`src/rtl/vdp_cpu_port.sv`:
```
// CPU-side VDP port: decodes Z80 control/data accesses into VRAM/CRAM/register writes and read-ahead.
// Latency: memory strobes one cycle after the CPU strobe; read-ahead data lands in read_buf at T+2.
// Backpressure: none; CPU strobes that arrive while a read-ahead is in flight are dropped.
module vdp_cpu_port #(
  parameter bit GG_MODE = 1'b1
) (
  input  logic        clk,
  input  logic        rst_n,
  input  logic        io_wr,
  input  logic        io_rd,
  input  logic        io_ctrl,
  input  logic [7:0]  io_di,
  output logic [7:0]  io_do,
  output logic [13:0] vram_a,
  output logic [7:0]  vram_do,
  output logic        vram_we,
  output logic        vram_re,
  input  logic [7:0]  vram_di,
  output logic [4:0]  cram_a,
  output logic [11:0] cram_do,
  output logic        cram_we,
  input  logic        vblank_pulse,
  output logic [7:0]  scroll_x,
  output logic [7:0]  scroll_y,
  output logic        disable_x_scroll,
  output logic        disable_y_scroll,
  output logic [13:0] name_table_addr,
  output logic        display_en,
  output logic        irq_n
);

  typedef enum logic [1:0] {S_IDLE, S_REQ, S_CAP} state_t;

  state_t      state_q;
  logic [13:0] addr_q;
  logic [1:0]  code_q;
  logic        latch_full_q;
  logic [7:0]  read_buf_q;
  logic [7:0]  cram_lsb_q;
  logic        vsync_flag_q;
  logic [7:0]  regs_q [0:10];

  logic [7:0]  io_do_q;
  logic [13:0] vram_a_q;
  logic [7:0]  vram_do_q;
  logic        vram_we_q;
  logic        vram_re_q;
  logic [4:0]  cram_a_q;
  logic [11:0] cram_do_q;
  logic        cram_we_q;

  logic        ctrl_wr, data_wr, ctrl_rd, data_rd;
  logic [13:0] addr_ctl_d;
  logic [13:0] addr_inc_d;
  logic        vsync_flag_d;

  // Strobe decode: only accepted in IDLE; a write in the same cycle as a read wins.
  always_comb begin
    ctrl_wr      = 1'b0;
    data_wr      = 1'b0;
    ctrl_rd      = 1'b0;
    data_rd      = 1'b0;
    if (state_q == S_IDLE) begin
      ctrl_wr = io_wr & io_ctrl;
      data_wr = io_wr & ~io_ctrl;
      ctrl_rd = io_rd & ~io_wr & io_ctrl;
      data_rd = io_rd & ~io_wr & ~io_ctrl;
    end
    addr_ctl_d   = {io_di[5:0], addr_q[7:0]};
    addr_inc_d   = addr_q + 14'd1;
    // vblank has priority so a flag raised during a status read is not lost.
    vsync_flag_d = vblank_pulse | (vsync_flag_q & ~ctrl_rd);
  end

  // Access sequencer: port decode in IDLE, then the two-cycle VRAM read-ahead.
  always_ff @(posedge clk or negedge rst_n) begin
    if (!rst_n) begin
      state_q      <= S_IDLE;
      addr_q       <= '0;
      code_q       <= '0;
      latch_full_q <= 1'b0;
      read_buf_q   <= '0;
      cram_lsb_q   <= '0;
      vsync_flag_q <= 1'b0;
      for (int i = 0; i <= 10; i++) regs_q[i] <= '0;
      io_do_q      <= '0;
      vram_a_q     <= '0;
      vram_do_q    <= '0;
      vram_we_q    <= 1'b0;
      vram_re_q    <= 1'b0;
      cram_a_q     <= '0;
      cram_do_q    <= '0;
      cram_we_q    <= 1'b0;
    end else begin
      vram_we_q    <= 1'b0;
      vram_re_q    <= 1'b0;
      cram_we_q    <= 1'b0;
      vsync_flag_q <= vsync_flag_d;
      case (state_q)
        S_IDLE: begin
          if (ctrl_wr) begin
            if (!latch_full_q) begin
              addr_q[7:0]  <= io_di;
              latch_full_q <= 1'b1;
            end else begin
              code_q       <= io_di[7:6];
              addr_q       <= addr_ctl_d;
              latch_full_q <= 1'b0;
              // Register write: the data byte is the first control byte (addr low).
              if (io_di[7:6] == 2'd2 && io_di[3:0] <= 4'd10)
                regs_q[io_di[3:0]] <= addr_q[7:0];
              if (io_di[7:6] == 2'd0) begin
                state_q   <= S_REQ;
                vram_re_q <= 1'b1;
                vram_a_q  <= addr_ctl_d;
              end
            end
          end else if (data_wr) begin
            latch_full_q <= 1'b0;
            read_buf_q   <= io_di;
            addr_q       <= addr_inc_d;
            if (code_q != 2'd3) begin
              vram_we_q <= 1'b1;
              vram_a_q  <= addr_q;
              vram_do_q <= io_di;
            end else if (GG_MODE) begin
              // Even byte is parked; the odd byte commits the full 12-bit word.
              if (!addr_q[0]) begin
                cram_lsb_q <= io_di;
              end else begin
                cram_we_q <= 1'b1;
                cram_a_q  <= addr_q[5:1];
                cram_do_q <= {io_di[3:0], cram_lsb_q};
              end
            end else begin
              cram_we_q <= 1'b1;
              cram_a_q  <= addr_q[4:0];
              cram_do_q <= {6'b0, io_di[5:0]};
            end
          end else if (data_rd) begin
            io_do_q      <= read_buf_q;
            latch_full_q <= 1'b0;
            state_q      <= S_REQ;
            vram_re_q    <= 1'b1;
            vram_a_q     <= addr_q;
          end else if (ctrl_rd) begin
            io_do_q      <= {vsync_flag_q, 7'b0};
            latch_full_q <= 1'b0;
          end
        end
        S_REQ: begin
          addr_q  <= addr_inc_d;
          state_q <= S_CAP;
        end
        S_CAP: begin
          read_buf_q <= vram_di;
          state_q    <= S_IDLE;
        end
        default: state_q <= S_IDLE;
      endcase
    end
  end

  assign io_do            = io_do_q;
  assign vram_a           = vram_a_q;
  assign vram_do          = vram_do_q;
  assign vram_we          = vram_we_q;
  assign vram_re          = vram_re_q;
  assign cram_a           = cram_a_q;
  assign cram_do          = cram_do_q;
  assign cram_we          = cram_we_q;
  assign scroll_x         = regs_q[8];
  assign scroll_y         = regs_q[9];
  assign disable_x_scroll = regs_q[0][6];
  assign disable_y_scroll = regs_q[0][7];
  assign name_table_addr  = {regs_q[2][3:1], 11'b0};
  assign display_en       = regs_q[1][6];
  assign irq_n            = ~(vsync_flag_q & regs_q[1][5]);

endmodule

```
`config.mk`:
```
export PLATFORM = sky130hd
export DESIGN_NAME = vdp_cpu_port
export DESIGN_NICKNAME = d
export VERILOG_FILES = /design/src/rtl/vdp_cpu_port.sv
export SDC_FILE = /design/constraint.sdc
export NUM_CORES = 1
export LEC_CHECK = 0
export ABC_AREA = 1
export BUFFER_PORTS_ARGS = -buffer_cell sky130_fd_sc_hd__buf_2
export CORE_MARGIN = 3
export CORE_UTILIZATION = 49
export DETAILED_ROUTE_END_ITERATION = 10
export GPL_ROUTABILITY_DRIVEN = 0
export PLACE_DENSITY = 0.87
export SYNTH_ARGS = -nofsm -noshare
export SYNTH_HDL_FRONTEND = slang
export SYNTH_SLANG_ARGS = --single-unit
export TNS_END_PERCENT = 20
```
`constraint.sdc`:
```
create_clock -name clk -period 1.55 [get_ports clk]
set_input_delay 0.155 -clock clk [delete_from_list [all_inputs] [get_ports clk]]
set_output_delay 0.155 -clock clk [all_outputs]
set_load 0.02 [all_outputs]
```
== After elaboration in Yosys (flattened, before gate mapping) ==
Index checks and enable logic that the tools add are counted.
Word-level totals
  register bits: 174
  logic and storage cells: 133
Operators by class
  eq/ne operators: 15
  $lt $le $gt $ge: 3
  add/sub/neg operators: 1
  reductions and logical operators: 21
  bitwise logic cells: 17
  multiplexer cells: 49
Operators by type and width (count)
  2-to-1 mux 14 bit: 8
  bitwise mux 88 bit: 1
  2-to-1 mux 8 bit: 6
  demux 8 bit (select 4 bit): 1
  case mux 14 bit (2 select lines): 1
  2-to-1 mux 1 bit: 24
  case mux 8 bit (2 select lines): 1
  AND reduction 4 bit: 4
  != test 3 bit, second input constant: 5
  AND reduction 5 bit: 3
  adder 14 x 1 -> 14 bit, second input constant: 1
  AND reduction 3 bit: 4
  2-to-1 mux 2 bit: 5
  != test 2 bit, second input constant: 4
  NOT 1 bit: 8
  AND 1 bit: 7
  2-to-1 mux 6 bit: 1
  != test 3 x 2 -> 1 bit, second input constant: 2
  nonzero test 2 bit: 3
  >= comparator 5 bit, second input constant: 1
  < comparator 5 x 1 -> 1 bit, second input constant: 1
  NOT 4 -> 5 bit: 1
  == test 2 bit, second input constant: 2
  less-or-equal comparator 4 bit, second input constant: 1
  9 further kinds: 11

== Depth between registers and ports, before layout ==
  word-level depth: 8
  depth in mapped cells: 9
  gate-level depth less buffers: 9

== Least setup slack after synthesis ==
Ideal clock, no wire load.
  kind: register to register
  start: register state_q[1]
  end: register vram_a_q[10], in the netlist vram_a[10]
  data arrival time: 1.359 ns
  setup slack: 0.074 ns
  period minus slack after synthesis: 1.476 ns
  cell stages (with the launch flop): 10
  cell sequence: dfrtp_1 > nor2_4 > nand3_1 > nor2_2 > inv_2 > nand2_2 > nand2_2 > buf_4 > nand2_1 > nand2_1
On the way
  longest elaborated chain between the ends: 4
Ends and longest elaborated chain
  from (decl): RTL line 34  | state_t state_q;
  from (signal assigned): RTL line 78  | state_q <= S_IDLE;
  from (signal assigned): RTL line 113  | state_q <= S_REQ;
  from (signal assigned): RTL line 143  | state_q <= S_REQ;
  zero test 2 bit (*): RTL line 63, 99
  2-to-1 mux 1 bit: RTL line 63  | if (state_q == S_IDLE) begin
  != test 3 x 2 -> 1 bit (no line) (tied with other cells)
  AND reduction 5 bit (no line) or 2-to-1 mux 14 bit (tied branches)
  to (signal assigned): RTL line 115  | vram_a_q <= addr_ctl_d;
  to (signal assigned): RTL line 124  | vram_a_q <= addr_q;
  to (signal assigned): RTL line 145  | vram_a_q <= addr_q;
  to (decl): RTL line 44  | logic [13:0] vram_a_q;
Every way passes the cells marked *; elsewhere a longest branch is shown, timed or not.
A chain may end at the register's enable or synchronous reset.

== Worst setup path in the final report ==
  start: register state_q[1]
  end: register regs_q (netlist bit scroll_x[4])
On the way
  longest elaborated chain between the ends: 3
Ends and longest elaborated chain
  zero test 2 bit (*): RTL line 63, 99
  2-to-1 mux 1 bit: RTL line 63
  AND reduction 4 bit (no line) (*)
  to (signal, indexed assignment): RTL line 111  | regs_q[io_di[3:0]] <= addr_q[7:0];
  to (decl): RTL line 41  | logic [7:0] regs_q [0:10];
Marks and branches as above.

==> metrics.md <==
| Metric | Value |
|---|---|
| Clock root cell | clkbuf_8 |
| Fraction of synthesized cell area taken by the top area cell type | a little over half |
| RR Startpoint | state_q[1]$_DFFE_PN0P_ |
| Fin Hold WS | -1.36 ps |
| Run status | finished with violations |
| Achievable Freq | 0.594 GHz |
| Antenna violations before repair | 1 |
| Routed wire length | 13900 µm |
| Total power per unit cell area | roughly 1600 nW/µm² |
| Arrival time of data at the critical path endpoint | a little under 2000 ps |
| Post-synth design cell area | 5000 µm² |
| Clock sink count | roughly 110 |
| Die ar. | 11400 µm² |
| Most area-hungry cell type in the Yosys netlist | dfrtp_1 |
| Crit path launch | state_q[1]$_DFFE_PN0P_ |
| Portion of the clock cycle consumed by the worst path in the final layout | 109% |
| Total net switching power | about 0.0038 W |
| Number of pins exceeding their max-slew limit in the final report | 0 |
| Antenna Cells | 0 |
| H-tree depth reported by CTS | 3 |
| Failing checks | negative hold slack, negative setup slack |
| Required time reported for the critical path endpoint | ~1800 ps |
| Switching power share of the total | 39.5% |
| Post-route minimum period | roughly 1700 ps |
| Gr ovfl total | 0 |
| Fraction of layout cells with a size suffix above 1 | 30.2% |
| Number of I/O port buffers | 94 |
| Final number of hold-violating endpoints | 1 |
| Latest clock arrival within the worst-skew pair | roughly 390 ps |
| Transition time at the pin with the least slew margin | 756 ps |
| Overall power consumption | 0.00974 W |
| Top-level I/O count | roughly 110 |
| Portion of the post-synthesis area used by sequential elements | a little over half |
| Vias in the first global route | ~4400 |
| Vertical die dimension | 107 µm |
| DP HPWL | 9210 µm |
| Clock-pin slew on the worst setup and hold paths | ~100 ps |
| Final design utilization | between 60 and 70% |
| Number of CTS-inserted buffers | 9 |
| First-pass GRT wire length | around 21000 µm |
| Worst slew slack as a fraction of its limit | 49.6% |
| Total setup violations reported at the end of the flow | 44 |
| Final antenna-violating net count | 0 |
| Routed vias/inst | approximately 5.4 |
| Critical path peak fanout | 8 |
| Leading cell types by total area after synthesis | dfrtp_1 55%, nand2_1 13%, o21ai_0 6.1% |
| Capturing element type of the critical path | flip-flop |
| Register share of total power | approximately 44% |
| Distinct cells, synth | 33 |
| CORE AREA | 9860 µm² |
| Yosys synthesis warning count | 0 |
| Logic gate share of total power | around a third |
| Row cnt | 36 |
| Sort of element at the start of the critical path | flip-flop |
| Wire length per cell after detailed routing | 16.6 µm |
| Worst path cell trace | nor2_4 > nand2_4 > nor3_4 > buf_6 > nand3_4 > buf_12 > nand2_2 > o21ai_1 |
| Total iterations of the first detailed-routing run | 6 |
| Total via count in the routed design | about 4600 |
| Static leakage | about 3.3 nW |
| Final net count | between 700 and 800 |
| Relative area change from synthesis to final layout | 25.0% |
| Starting DRT DRC Count | 527 |
| Average cell area after synthesis | around 8.6 µm² |
| Overall die width | about 110 µm |
| Cell count after synthesis | roughly 580 |
| Min-delay src | vram_di[0] |
| Clock Tree Buf Depth | 2 |
| Critical path start-end classification | reg2reg |
| Post-route DRC violation count | 0 |
| Cell-internal power | ~0.0059 W |
| Worst min-delay path category | in2reg |
| Pin count of the biggest net entering global routing | 39 |
| Delay of the slowest cell on the worst path | 450 ps |
| Worst-case setup margin in the final layout | -134 ps |
| Maximum VDD drop | approximately 560 µV |
| Setup clock skew after layout | roughly 12 ps |
| Share of total power in the clock network | 21.9% |
| Slowest cell on crit path | dfrtp_2 |
| Maximum capacitance violations | 0 |
| Setup repair after global routing missed its margin | yes |
| Starting density of the core | between 50% and 60% |
| TritonCTS clock tree | built |
| Flop and latch count out of synthesis | roughly 110 |
| Total routing resource utilization after global routing | between 20% and 30% |
| Final sum of negative setup slack | -2530 ps |
[routing by layer]
layer	global-route usage [%]	routed length, µm
met5	0	7
met4	10.5	440
met3	5.00	1150
met2	38.4	6780
met1	29.7	5480
[Yosys cell counts, drive strengths merged]
cell,n
a21oi,5
o21ai,81
dfrtp,109
nor2,49
xor2,2
nand3,43
ha,1
nor3,3
clkinv,2
nand3b,1
clkbuf,4
xnor2,1
inv,45
o221ai,4
conb,1
buf,41
nand2,185
o21bai,1
o211ai,3
a31oi,1
a21o,1
[path summary, 6_finish.rpt]
path	slack (ps)	endpoint	depth (start not counted)
worst max-delay path	-130	scroll_x[4]$_DFFE_PN0P_	8
worst min-delay path	-1	read_buf_q[0]$_DFFE_PN0P_	3
worst max register to register	-130	scroll_x[4]$_DFFE_PN0P_	8
worst min register to register	480	vram_a[0]$_DFFE_PN0P_	2
max in group asynchronous	690	state_q[1]$_DFFE_PN0P_	3
min in group asynchronous	280	name_table_addr[11]$_DFFE_PN0P_	2
[critical path, delay by kind of cell, from the launching register on]
kind / cells / cell delay, ps
compound gates: 1 / 60
buf+inv: 2 / 370
flops: 1 / 450
simple gates: 5 / 680
[state kept, by name, summed over array words and instances (netlist names), 2 cells and up]
signal / count
addr_q: 14
code_q: 2
cram_a: 5
cram_do: 12
cram_lsb_q: 8
io_do: 8
name_table_addr: 3
read_buf_q: 8
scroll_x: 8
scroll_y: 8
state_q: 2
vram_a: 14
vram_do: 8
[per-stage QoR]
stage               instances  worst slack, ps  hold slack (ps)  cell area (µm²)
finish                    836             -134            -1.36             6250
global route              836             -173             2.14             6250
CTS                       821            -11.7             4.78             5920
detailed placement        795            -38.9              157             5560
global placement          795             43.3              149             5560
floorplan                 593             73.7             -141             5040
[placed cells by master (no fill, tap or decap), types with 2 or more instances in the layout]
cell and instances:
a21oi_1 3, buf_12 4, buf_2 93, buf_4 29, buf_6 4, bufinv_16 3, clkbuf_16 2, clkbuf_8 10
clkinvlp_4 2, conb_1 11, dfrtp_1 107, dfrtp_2 2, dlygate4sd3_1 5, inv_1 41, inv_2 3, inv_6 2
nand2_1 159, nand2_2 18, nand2_4 8, nand3_1 38, nand3_4 4, nor2_1 41, nor2_2 5, nor2_4 3
nor3_1 2, o211ai_1 3, o21ai_0 52, o21ai_1 17, o21ai_2 11, o221ai_1 4, xor2_1 2
[power groups by stage]
stage	registers, W	logic, W	clock network (W)
floorplan	0.00466	0.00148	0
global placement	0.00421	0.00294	0
detailed placement	0.00426	0.00306	0
CTS	0.00421	0.00313	0.00214
global route	0.00433	0.00371	0.00228
finish	0.00425	0.00336	0.00213
[logic make-up after synthesis]
group,share of synthesized area (%)
adder cells (fa/ha/maj),0.250
AND/OR/NAND/NOR,23.8
flip-flops,54.6
XOR/XNOR,0.526
other,0.0750
buffers and inverters,9.81
AO/OA/AOI/OAI,11.0
[repair_timing]
item / in CTS / in global routing
setup buffers: 5 / 11
cloned: 0 / 4
pin swaps: 0 / 11
gates resized for setup: 4 / 59
hold buffers: 5 / 0
endpoints found under the setup margin: 41 / 77
hold endpoints to repair: 37 / 0
[area by class of cell]
class / instances / area [µm²]
clock buffers: 10 / 138
clock inverters: 6 / 116
fillers: 729 / 3610
inverters: 47 / 181
multi-input cells: 393 / 2000
flip-flops and latches: 109 / 2730
well taps: 133 / 166
repair buffers: 137 / 908
repair inverters: 1 / 7.51
No activity file was read; power rests on OpenSTA's default activity.
